--- config.mk ---
export PLATFORM = sky130hd
export DESIGN_NAME = sdram_toggle_port
export DESIGN_NICKNAME = d
export VERILOG_FILES = /design/src/rtl/sdram_toggle_port.sv
export SDC_FILE = /design/constraint.sdc
export NUM_CORES = 1
export LEC_CHECK = 0
export CAP_MARGIN = 20
export CORE_MARGIN = 2
export CORE_UTILIZATION = 40
export DETAILED_ROUTE_END_ITERATION = 6
export GPL_TIMING_DRIVEN = 0
export PLACE_DENSITY = 0.78
export RECOVER_POWER = 50
export SYNTH_ARGS = -nofsm -noshare
export SYNTH_HDL_FRONTEND = slang
export SYNTH_SLANG_ARGS = --single-unit
--- constraint.sdc ---
create_clock -name clk_sys -period 2.7 [get_ports clk_sys]
set_clock_uncertainty 0.05 [all_clocks]
set_input_delay 0.405 -clock clk_sys [delete_from_list [all_inputs] [get_ports clk_sys]]
set_output_delay 0.405 -clock clk_sys [all_outputs]
set_load 0.02 [all_outputs]
--- src/rtl/sdram_toggle_port.sv ---
// Multi-channel toggle-handshake front-end for sdram_amr.
// Each channel issues core reads or ioctl download writes and holds one more in a pending slot.
module sdram_toggle_port #(
    parameter int NCH      = 2,
    parameter int AW       = 22,
    parameter int DW       = 16,
    parameter int IDX_BASE = 0
) (
    input  logic                    clk_sys,
    input  logic                    reset_n,
    input  logic                    ioctl_download,
    input  logic [7:0]              ioctl_index,
    input  logic                    ioctl_wr,
    input  logic [AW-1:0]           ioctl_addr,
    input  logic [7:0]              ioctl_dout,
    output logic                    ioctl_wait,
    input  logic [NCH*(AW-1)-1:0]   core_addr,
    input  logic [NCH-1:0]          core_stb,
    output logic [NCH*DW-1:0]       core_dout,
    output logic [NCH-1:0]          core_valid,
    output logic [NCH-1:0]          core_busy,
    output logic [NCH-1:0]          sd_req,
    input  logic [NCH-1:0]          sd_ack,
    output logic [NCH*AW-1:0]       sd_addr,
    output logic [NCH-1:0]          sd_we,
    output logic [NCH*8-1:0]        sd_din,
    input  logic [NCH*DW-1:0]       sd_dout
);

    logic [NCH-1:0] wait_vec;
    logic           unused_idx;

    assign ioctl_wait = |wait_vec;
    assign unused_idx = ^ioctl_index[7:6];

    for (genvar k = 0; k < NCH; k++) begin : g_ch
        localparam logic [5:0] SEL = 6'(IDX_BASE + k);

        logic          req_q, req_d;
        logic          we_q, we_d;
        logic [AW-1:0] addr_q, addr_d;
        logic [7:0]    din_q, din_d;
        logic          pend_q, pend_d;
        logic          pend_we_q, pend_we_d;
        logic [AW-1:0] pend_addr_q, pend_addr_d;
        logic [7:0]    pend_din_q, pend_din_d;
        logic          out_r_q, out_r_d;
        logic [DW-1:0] dout_q, dout_d;
        logic          valid_q, valid_d;
        logic          busy_q, busy_d;

        logic          dl, outst, new_wr, new_rd, pend_live;
        logic [AW-1:0] new_addr;

        always_comb begin
            dl        = ioctl_download && (ioctl_index[5:0] == SEL);
            outst     = req_q ^ sd_ack[k];
            new_wr    = dl && ioctl_wr;
            new_rd    = !ioctl_download && core_stb[k];
            // A pending read never survives into a download.
            pend_live = pend_q && !(ioctl_download && !pend_we_q);
            new_addr  = new_wr ? ioctl_addr : {core_addr[k*(AW-1) +: AW-1], 1'b0};

            req_d       = req_q;
            we_d        = we_q;
            addr_d      = addr_q;
            din_d       = din_q;
            pend_d      = pend_live;
            pend_we_d   = pend_we_q;
            pend_addr_d = pend_addr_q;
            pend_din_d  = pend_din_q;

            if (new_wr || new_rd) begin
                if (!outst) begin
                    req_d  = ~req_q;
                    we_d   = new_wr;
                    addr_d = new_addr;
                    din_d  = new_wr ? ioctl_dout : din_q;
                    pend_d = 1'b0;
                end else if (new_rd || !pend_live) begin
                    pend_d      = 1'b1;
                    pend_we_d   = new_wr;
                    pend_addr_d = new_addr;
                    pend_din_d  = new_wr ? ioctl_dout : pend_din_q;
                end
            end else if (pend_live && !outst) begin
                req_d  = ~req_q;
                we_d   = pend_we_q;
                addr_d = pend_addr_q;
                din_d  = pend_din_q;
                pend_d = 1'b0;
            end

            out_r_d = outst;
            valid_d = out_r_q && !outst && !we_q;
            dout_d  = valid_d ? sd_dout[k*DW +: DW] : dout_q;
            busy_d  = (req_d ^ sd_ack[k]) | pend_d;
        end

        always_ff @(posedge clk_sys or negedge reset_n) begin
            if (!reset_n) begin
                req_q       <= 1'b0;
                we_q        <= 1'b0;
                addr_q      <= '0;
                din_q       <= '0;
                pend_q      <= 1'b0;
                pend_we_q   <= 1'b0;
                pend_addr_q <= '0;
                pend_din_q  <= '0;
                out_r_q     <= 1'b0;
                dout_q      <= '0;
                valid_q     <= 1'b0;
                busy_q      <= 1'b0;
            end else begin
                req_q       <= req_d;
                we_q        <= we_d;
                addr_q      <= addr_d;
                din_q       <= din_d;
                pend_q      <= pend_d;
                pend_we_q   <= pend_we_d;
                pend_addr_q <= pend_addr_d;
                pend_din_q  <= pend_din_d;
                out_r_q     <= out_r_d;
                dout_q      <= dout_d;
                valid_q     <= valid_d;
                busy_q      <= busy_d;
            end
        end

        assign wait_vec[k]             = dl && (outst || (pend_live && pend_we_q));
        assign sd_req[k]               = req_q;
        assign sd_we[k]                = we_q;
        assign sd_addr[k*AW +: AW]     = addr_q;
        assign sd_din[k*8 +: 8]        = din_q;
        assign core_dout[k*DW +: DW]   = dout_q;
        assign core_valid[k]           = valid_q;
        assign core_busy[k]            = busy_q;
    end

endmodule

==> out/metrics.csv <==
metric,value,unit
tns,0,ns
ys_ff_latch,166,
die-area,21700,sq um
ioPinCount,221,
grt_pass1_wl,35.6,mm
cts-root-buf,clkbuf_16,
period_needed,2.64,ns
rsz0062_at_grt,false,
vdd_drop_max,0.500,mV
num_antenna_cells,0,
grt_overflow,0,
layout_common_cells,"166 x dfrtp_1, 166 x clkdlybuf4s50_1, 139 x mux2_2, 49 x dlygate4sd3_1, 43 x a21oi_1",
power_leakage,5.00,nW
clk_pin_slew,0.07,ns
setup_viol,0,
via_count,6131,
path_max_fanout,3,
worst_pin_slew,1.20,ns
power.total,10.7,mW
cp.arrival,2.18,ns
routedWlPerCell,19.1,um
critPathKind,in2out,
gp_congestion,0.801,
ant_nets,0,
cts_buffer_depth,2,
critPathMaxStageDelay,0.46,ns
worst_setup_path_end_kind,output pin,
hold_viol_final,0,
cts_tree,yes,
rows,52,
numPortBuffers,218,
die_y,147,um
syn_nets,771,
synth-seq-area-share,50.6,%
cts_buffers,17,
initial_core_util,40.7,%
area_delta_synth_final,38.9,%
max_slew_margin,20.3,%
drv_slew,0,
syn_area_per_cell,12.6,sq um
slowest_stage,or4_4,
drcViolationCount,0,
synth_cells,651,
core,20200,sq um
status,finished clean,
hold_class,reg2reg,
dr.pass1.iters,4,
drt-initial-drc-count,308,
cts_max_level,4,
drt_wl_total,22.4,mm
period_share,97.7,%
power_density,936,nW/um^2
cap_viol_max_count,0,
startpoint_type,input pin,
fillers,1735,
clock_latency,0.42,ns
clock-sinks,166,
required,2.25,ns
antenna_found_initial,1,
die_w,147,um
drive_gt1_share,28.1,%
grt_max_degree,120,
cts_setup_buffers,0,
dp.final_hpwl,16.1,mm
ys_warn_count,0,
synth_area,8210,sq um
num-nets-final,1010,
vias_per_cell,5.23,
grt_usage,21.0,%
crit_chain,"clkdlybuf4s50_1, or3b_4, or4_4, a211oi_4, buf_6",
fmax,379,MHz
grt_pass1_vias,6415,
synth_cell_types,41,
[Yosys cell counts, drive strengths merged]
cell type / number / area [sq um]
xnor2: 2 / 17.5
nand3: 11 / 55.1
o211ai: 10 / 75.1
nor2: 4 / 15.0
clkbuf: 28 / 105
o21ai: 4 / 20.0
a21bo: 2 / 20.0
nor3: 42 / 210
or4b: 2 / 23.8
or2: 2 / 17.5
a21boi: 2 / 15.0
a21o: 1 / 7.51
nand2: 14 / 52.6
and3: 2 / 12.5
dfrtp: 166 / 4150
nand2b: 4 / 25.0
mux2i: 42 / 420
a211oi: 2 / 15.0
mux2: 179 / 2150
a21oi: 46 / 238
nor3b: 2 / 25.0
and2: 2 / 12.5
or3b: 1 / 8.76
nand4bb: 1 / 11.3
inv: 20 / 75.1
or3: 4 / 25.0
or4: 1 / 7.51
nor4: 1 / 6.26
o21a: 1 / 7.51
nand4: 16 / 100
a211o: 2 / 26.3
o221ai: 8 / 70.1
buf: 27 / 188
[report_power, final]
group | switching [mW] | total (mW) | internal, mW
Clock | 1.05 | 2.42 | 1.37
Combinational | 1.99 | 4.28 | 2.29
Sequential | 0.495 | 3.96 | 3.47
Total | 3.54 | 10.7 | 7.13
[per-layer routing]
metal	track usage (%)	vias to the layer above	wire length, um
li1	-	2848	-
met1	28.9	3061	9960
met2	33.3	199	10500
met3	6.09	21	1600
met4	4.62	2	291
met5	0	-	12
[stage by stage]
| step | cells | area (sq um) | util, % | setup WS [ns] | hold WS (ns) |
|---|---|---|---|---|---|
| finish | 1173 | 11400 | 56.5 | 0.0629 | 0.444 |
| global route | 1173 | 11400 | 56.5 | 0.00607 | 0.461 |
| global placement | 1139 | 10700 | 53.2 | -5.93 | 0.410 |
| detailed placement | 1140 | 10800 | 53.4 | -0.778 | 0.281 |
| floorplan | 651 | 8210 | - | 0.329 | 0.0594 |
| CTS | 1173 | 11400 | 56.3 | -0.00251 | 0.426 |
[registers in the layout (all words and copies together), names as in the netlist]
signal,flops
g_ch.addr_q,44
g_ch.pend_addr_q,44
g_ch.dout_q,32
g_ch.din_q,16
g_ch.pend_din_q,16
g_ch.busy_q,2
g_ch.out_r_q,2
g_ch.pend_q,2
g_ch.pend_we_q,2
g_ch.req_q,2
g_ch.valid_q,2
g_ch.we_q,2
[cells by family (layout without fill, tap and decap cells)]
family	count (synthesis)	in the layout	synth area share, %
multiplexers	221	221	31.3
XOR/XNOR	2	2	0.213
flip-flops	166	166	50.6
AND/OR/NAND/NOR	109	109	7.41
buffers and inverters	75	327	4.48
AO/OA/AOI/OAI	78	78	6.02
[worst paths after layout]
check / slack [ns] / depth (start not counted) / to / from
setup / recovery: 0.06 / 5 / ioctl_wait / ioctl_index[2]
hold / removal: 0.44 / 1 / g_ch[1].addr_q[9]$_DFFE_PN0P_ / g_ch[1].addr_q[9]$_DFFE_PN0P_
setup reg to reg: 0.29 / 5 / g_ch[1].dout_q[10]$_DFFE_PN0P_ / g_ch[1].req_q$_DFF_PN0_
hold reg to reg: 0.44 / 1 / g_ch[1].addr_q[9]$_DFFE_PN0P_ / g_ch[1].addr_q[9]$_DFFE_PN0P_
max in group asynchronous: 0.68 / 3 / g_ch[0].addr_q[12]$_DFFE_PN0P_ / reset_n
min in group asynchronous: 0.72 / 2 / g_ch[0].din_q[6]$_DFFE_PN0P_ / reset_n
[final cells by class]
| class | instances | area (sq um) | share of cell area, % |
|---|---|---|---|
| repair buffers | 220 | 2220 | 19.5 |
| well taps | 270 | 338 | 2.96 |
| flip-flops and latches | 166 | 4150 | 36.4 |
| inverters | 20 | 75.1 | 0.658 |
| clock inverters | 15 | 153 | 1.34 |
| clock buffers | 17 | 425 | 3.73 |
| multi-input cells | 410 | 3730 | 32.7 |
| plain buffers | 55 | 309 | 2.71 |
[critical path: cells and delay by family]
kind / cells / cell delay [ns]
AOI/OAI and AO/OA: 1 / 0.27
and+or+nand+nor: 2 / 0.90
buffers and inverters: 2 / 0.60
[timing repair]
| action | in CTS | in global routing |
|---|---|---|
| hold buffers | 1 | 0 |
| pin swaps | 1 | 0 |
| gates resized for setup | 10 | 23 |
| endpoints found under the setup margin | 97 | 88 |
| hold endpoints to repair | 47 | 0 |
Note: power is estimated with default switching activity, not from simulation.
